<file path="src/rtl/hazard_stall_ctrl.sv">
// Purpose : pipeline sequencing control (stall / bubble / flush / freeze) for the 5-stage pipeline.
// Latency : control outputs are combinational from the current ID/EXE fields and the registered FSM state; exe_busy is a decode of flops.
// Backpr. : a multi-cycle EXE op freezes PC, IF/ID, ID/EXE and bubbles EXE/MEM for MUL_LAT-1 cycles; load-use stalls one cycle.
//
// Ports:
//   clk, rst (async, active-low)
//   ID side  : id_valid, id_rs, id_rt, id_use_rs, id_use_rt, id_branch_taken
//   EXE side : ewreg, em2reg, e_dst, e_multi
//   Controls : pc_stall, ifid_stall, ifid_flush, idexe_bubble, idexe_hold, exemem_bubble, exe_busy
//   Stats    : stall_cnt, flush_cnt (live only when HAZ_STATS_EN is defined, otherwise tied to 0)
//
// Optional feature macro: HAZ_STATS_EN (saturating stall/flush event counters).

module hazard_stall_ctrl #(
  parameter int MUL_LAT = 4,   // total EXE occupancy of a multi-cycle op, 2..16
  parameter int CNT_W   = 16   // statistics counter width
) (
  input  logic             clk,
  input  logic             rst,
  input  logic             id_valid,
  input  logic [4:0]       id_rs,
  input  logic [4:0]       id_rt,
  input  logic             id_use_rs,
  input  logic             id_use_rt,
  input  logic             id_branch_taken,
  input  logic             ewreg,
  input  logic             em2reg,
  input  logic [4:0]       e_dst,
  input  logic             e_multi,
  output logic             pc_stall,
  output logic             ifid_stall,
  output logic             ifid_flush,
  output logic             idexe_bubble,
  output logic             idexe_hold,
  output logic             exemem_bubble,
  output logic             exe_busy,
  output logic [CNT_W-1:0] stall_cnt,
  output logic [CNT_W-1:0] flush_cnt
);

  typedef enum logic {IDLE = 1'b0, BUSY = 1'b1} state_t;

  // The first EXE cycle is spent in IDLE, the last one in BUSY with cnt==0,
  // so the countdown starts at MUL_LAT-2.
  localparam logic [3:0] CNT_LOAD = 4'(MUL_LAT - 2);

  state_t     state;
  logic [3:0] cnt;
  logic       lu;
  logic       freeze;

  // Load-use: a load in EXE feeds a register the ID instruction reads. $0 never hazards.
  always_comb begin
    lu = id_valid & ewreg & em2reg & (e_dst != 5'd0) &
         ((id_use_rs & (id_rs == e_dst)) | (id_use_rt & (id_rt == e_dst)));
  end

  // Freeze covers the op's first EXE cycle (IDLE, e_multi) and every BUSY cycle
  // except the final one, where the op drains into MEM and ID is evaluated normally.
  always_comb begin
    freeze = ((state == IDLE) & e_multi) | ((state == BUSY) & (cnt != 4'd0));
  end

  // Priority when not frozen: load-use stall beats taken-branch flush.
  always_comb begin
    pc_stall      = 1'b0;
    ifid_stall    = 1'b0;
    ifid_flush    = 1'b0;
    idexe_bubble  = 1'b0;
    idexe_hold    = 1'b0;
    exemem_bubble = 1'b0;
    if (rst) begin
      if (freeze) begin
        pc_stall      = 1'b1;
        ifid_stall    = 1'b1;
        idexe_hold    = 1'b1;
        exemem_bubble = 1'b1;
      end else if (lu) begin
        pc_stall     = 1'b1;
        ifid_stall   = 1'b1;
        idexe_bubble = 1'b1;
      end else if (id_branch_taken) begin
        ifid_flush = 1'b1;
      end
    end
  end

  // exe_busy marks the BUSY cycles that still freeze upstream; it drops in the
  // final EXE cycle so it lines up with the freeze window's tail.
  assign exe_busy = (state == BUSY) & (cnt != 4'd0);

  always_ff @(posedge clk or negedge rst) begin
    if (!rst) begin
      state <= IDLE;
      cnt   <= 4'd0;
    end else begin
      case (state)
        IDLE: begin
          if (e_multi) begin
            state <= BUSY;
            cnt   <= CNT_LOAD;
          end
        end
        BUSY: begin
          // e_multi is deliberately not looked at here: the op still sitting
          // in EXE in its final cycle must not retrigger the sequence.
          if (cnt != 4'd0) begin
            cnt <= cnt - 4'd1;
          end else begin
            state <= IDLE;
          end
        end
        default: begin
          state <= IDLE;
          cnt   <= 4'd0;
        end
      endcase
    end
  end

`ifdef HAZ_STATS_EN
  // Saturating event counters.
  always_ff @(posedge clk or negedge rst) begin
    if (!rst) begin
      stall_cnt <= '0;
      flush_cnt <= '0;
    end else begin
      if (pc_stall && (stall_cnt != {CNT_W{1'b1}})) begin
        stall_cnt <= stall_cnt + 1'b1;
      end
      if (ifid_flush && (flush_cnt != {CNT_W{1'b1}})) begin
        flush_cnt <= flush_cnt + 1'b1;
      end
    end
  end
`else
  assign stall_cnt = '0;
  assign flush_cnt = '0;
`endif

endmodule

</file>
<file path="config.mk">
export PLATFORM = sky130hd
export DESIGN_NAME = hazard_stall_ctrl
export DESIGN_NICKNAME = d
export VERILOG_FILES = /design/src/rtl/hazard_stall_ctrl.sv
export SDC_FILE = /design/constraint.sdc
export NUM_CORES = 1
export LEC_CHECK = 0
export ABC_AREA = 1
export CAP_MARGIN = 20
export CORE_MARGIN = 3
export CORE_UTILIZATION = 33
export CTS_CLUSTER_SIZE = 28
export DETAILED_ROUTE_END_ITERATION = 10
export PLACE_DENSITY = 0.75
export RECOVER_POWER = 100
export SKIP_CTS_REPAIR_TIMING = 1
export SYNTH_ARGS = -nofsm -noshare
export SYNTH_HDL_FRONTEND = slang
export SYNTH_SLANG_ARGS = --single-unit
</file>
<file path="constraint.sdc">
create_clock -name clk -period 1.7 [get_ports clk]
set_input_delay 0.17 -clock clk [delete_from_list [all_inputs] [get_ports clk]]
set_output_delay 0.17 -clock clk [all_outputs]
set_load 0.1 [all_outputs]
</file>
==> summary by stage <==
Status
The run finished, with violations left. The final reports fail on negative setup slack.

Critical path
The startpoint type of the worst setup path is a flip-flop. The critical register-to-register path endpoint is cnt[3]. The source of the critical timing path is cnt[0]. The startpoint of the worst-slack reg-to-reg timing path is cnt[0].

The largest fanout on the critical path is 4. Data on the critical path is required at its endpoint by 1.53 ns. The kind of end point of the critical path is a primary output. The data arrival at the endpoint of the critical path is 1.62 ns. The depth of the worst register-to-register path is 9.

The critical path is of the flip-flop to primary output type. The setup check on the worst reg-to-reg path leaves a slack of 0.36 ns.

Synth
The async set-or-reset flop fraction in the synthesized netlist is 100%. A synthesized cell averages 6.25 um2. The sequential area share after synthesis is 15.3%.

Sorting the synthesized cells by how often they occur yields sky130_fd_sc_hd__nand2_1 (36), sky130_fd_sc_hd__buf_4 (34), sky130_fd_sc_hd__inv_1 (17). sky130_fd_sc_hd__nand2_1 is the most common cell in the netlist. The count of mapped cells out of synthesis is 131. In this run the cell area of the synthesized design comes to 818 um2.

After synthesis, the netlist uses 25 different library cells. Among all flip-flop cells after synthesis, the most frequent one is sky130_fd_sc_hd__dfrtp_1. The fraction of post-synthesis cell area in the top cell type by area is 31.2%.

The number of synthesized flops with an enable pin is 0. Of all cell types, the one taking the most synthesized area is sky130_fd_sc_hd__buf_4. In this run, synthesis produced a sequential element count of 5. Yosys attributes the largest share of cell area to sky130_fd_sc_hd__buf_4 (31%), sky130_fd_sc_hd__nand2_1 (17%), sky130_fd_sc_hd__dfrtp_1 (15%). The Yosys step of the flow raised 0 warnings.

Finish
The footprint of the multi-input gates is 518 um2. The utilization after layout is 55.2%. The area overhead of the layout relative to synthesis is 53.5%. The net count of the finished layout is 198. The number of antenna diodes in the final layout is 0. The number of standard cells in the layout, taps in and fillers out is 199. The post-route netlist has 24.0% of its cells at a drive strength greater than 1.

Across the whole layout, storage elements account for 125 um2. The filler cell count in the final layout is 219.

STA
The number of max-slew violations in the final report is 0. Timing would allow up to 0.557 GHz. Across all setup checks in the final design, the least slack found is -0.0943 ns. Counting I/O delays and the setup requirement, the final critical path takes 1.79 ns.

The period utilization is 106%. Setup repair after global routing could not meet its margin everywhere. Clock skew on the completed layout was measured at 0.00618 ns. The number of endpoints with negative hold slack in the final report is 0. Setup total negative slack on the finished layout was measured at -0.313 ns. The final count of negative-setup-slack endpoints is 6.

Drt
For this run, design rule violations remaining after detail routing come to 0. The detailed router placed 802 vias in this run. Dividing the detail-routed via count by the number of cells gives 4.03. The detailed-route wire length per cell is 9.73 um. The first detailed-routing pass took 3 iterations.

The first-iteration detailed-routing DRC count is 4. For this block, the routed nets add up to 1940 um of wire. Once detail routing completed, the nets flagged for antenna violations numbered 0.

Floorplanning
For this design the top-level I/O count stands at 63. The die footprint is 3110 um2. The initial core utilization is 36.0%.

The core region is 2280 um2. The chip height is 55.8 um. The floorplan step set the die width to 55.8 um. The placement row count is 17.

Placement
The weighted congestion at the end of routability-driven global placement is 0.778. The count of placed standard cells including taps is 188. In this run the tool buffered the top-level ports with 30 buffer cells. After legalization and detailed placement, the total HPWL measured 1640 um.

Global routing
met2 is the most crowded layer. Global routing consumed, on the met1 layer, 12.3% of the routing resources. The first-pass GRT wire length is 2880 um. The total global-route track usage is 11.4%.

The fraction of met2 tracks used by global routing is 21.5%. The met3 track demand over resource in global routing is 3.71%. The number of global-route vias before repair is 675. The number of antenna violations at the first check in global routing is 0. The largest net degree at the start of global routing is 8.

The overall overflow remaining after global route is 0.

CTS
The tree built by TritonCTS fans out to 5 sinks. Clock latency on the worst-skew pair, taken at its later pin, is 0.25 ns. After clock tree synthesis, the clock-pin slew on the worst setup and hold paths is 0.05 ns. The number of buffers between clock root and the deepest sink is 2. The cell sitting at the root of the clock tree is a sky130_fd_sc_hd__clkbuf_4.

The TritonCTS clock tree is done. The total CTS buffers is 3. The number of H-tree branching levels is 1.

Worst hold path
The path category of the worst min-delay check is input port to asynchronous set/reset pin.

Flow run
Max-cap violations in this run came to 0.

Power and ir drop
The peak ir drop on the vdd network is 0.00120 V. The power density over cell area is 1650 nW/um2. The static power due to leakage is 0.742 nW.
## power breakdown
group,switching (W),internal (W)
Combinational,0.00114,0.000564
Clock,0.0000520,0.0000889
Sequential,0.0000465,0.000181
## cell type report
| cell class | count | area share [%] |
|---|---|---|
| inverters | 24 | 7.47 |
| clock buffers | 4 | 2.09 |
| repair buffers | 39 | 36.5 |
| well taps | 28 | 2.79 |
| multi-input cells | 99 | 41.2 |
| flip-flops and latches | 5 | 9.96 |
## cells in the final DEF (no fill, tap or decap), types with 2 or more instances in the layout
cell / instances
sky130_fd_sc_hd__buf_12: 7
sky130_fd_sc_hd__nor2_1: 8
sky130_fd_sc_hd__buf_4: 9
sky130_fd_sc_hd__nand2_4: 3
sky130_fd_sc_hd__inv_1: 14
sky130_fd_sc_hd__nand3_1: 5
sky130_fd_sc_hd__nor2_4: 2
sky130_fd_sc_hd__dfrtp_1: 5
sky130_fd_sc_hd__clkbuf_4: 3
sky130_fd_sc_hd__nand2_1: 33
sky130_fd_sc_hd__conb_1: 32
sky130_fd_sc_hd__nand2_2: 3
sky130_fd_sc_hd__inv_2: 9
sky130_fd_sc_hd__dlymetal6s2s_1: 8
sky130_fd_sc_hd__clkdlybuf4s50_1: 14
## sequential cells by signal, summed over array words and instances, names as in the netlist
register,cells
cnt,4
state,1
## critical path, cell delays in order (launching register included)
cell                         delay (ns)
sky130_fd_sc_hd__dfrtp_1           0.38
sky130_fd_sc_hd__inv_2             0.10
sky130_fd_sc_hd__ha_4              0.15
sky130_fd_sc_hd__nand3_4           0.06
sky130_fd_sc_hd__nand2_4           0.09
sky130_fd_sc_hd__nand2_8           0.06
sky130_fd_sc_hd__buf_4             0.14
sky130_fd_sc_hd__nand2_4           0.07
sky130_fd_sc_hd__clkinvlp_4        0.13
sky130_fd_sc_hd__buf_12            0.19
## per-stage QoR
stage          total power [W]  instance area, um2  setup WS, ns  hold slack, ns
2_1_floorplan          0.00147                 990        -0.174          -0.126
3_3_place_gp           0.00173                1140      -0.00764           0.492
3_5_place_dp           0.00177                1140       -0.0131           0.502
4_1_cts                0.00191                1170        -0.173           0.236
5_1_grt                0.00217                1260        -0.158           0.301
6_report               0.00207                1260       -0.0943           0.314
## routing by layer
metal	vias up	wire length (um)
li1	400	-
met1	368	697
met2	34	1070
met3	0	168
met4	0	0
met5	-	0
## logic make-up after synthesis
group	count (synthesis)	synth area share (%)
xor gates and xnor gates	1	1.07
DFF	5	15.3
adders and majority gates	2	3.06
AOI/OAI and AO/OA	5	3.82
other	1	0.458
buffers and inverters	58	42.2
and+or+nand+nor	59	34.1
## worst max-delay path by stage
stage / end / cells after the start
after detailed placement: ifid_stall / 10
after global placement: pc_stall / 10
after global routing: ifid_flush / 9
after CTS: ifid_flush / 9
after floorplan: idexe_hold / 8
final: exemem_bubble / 9
No activity file was read; power rests on OpenSTA's default activity.
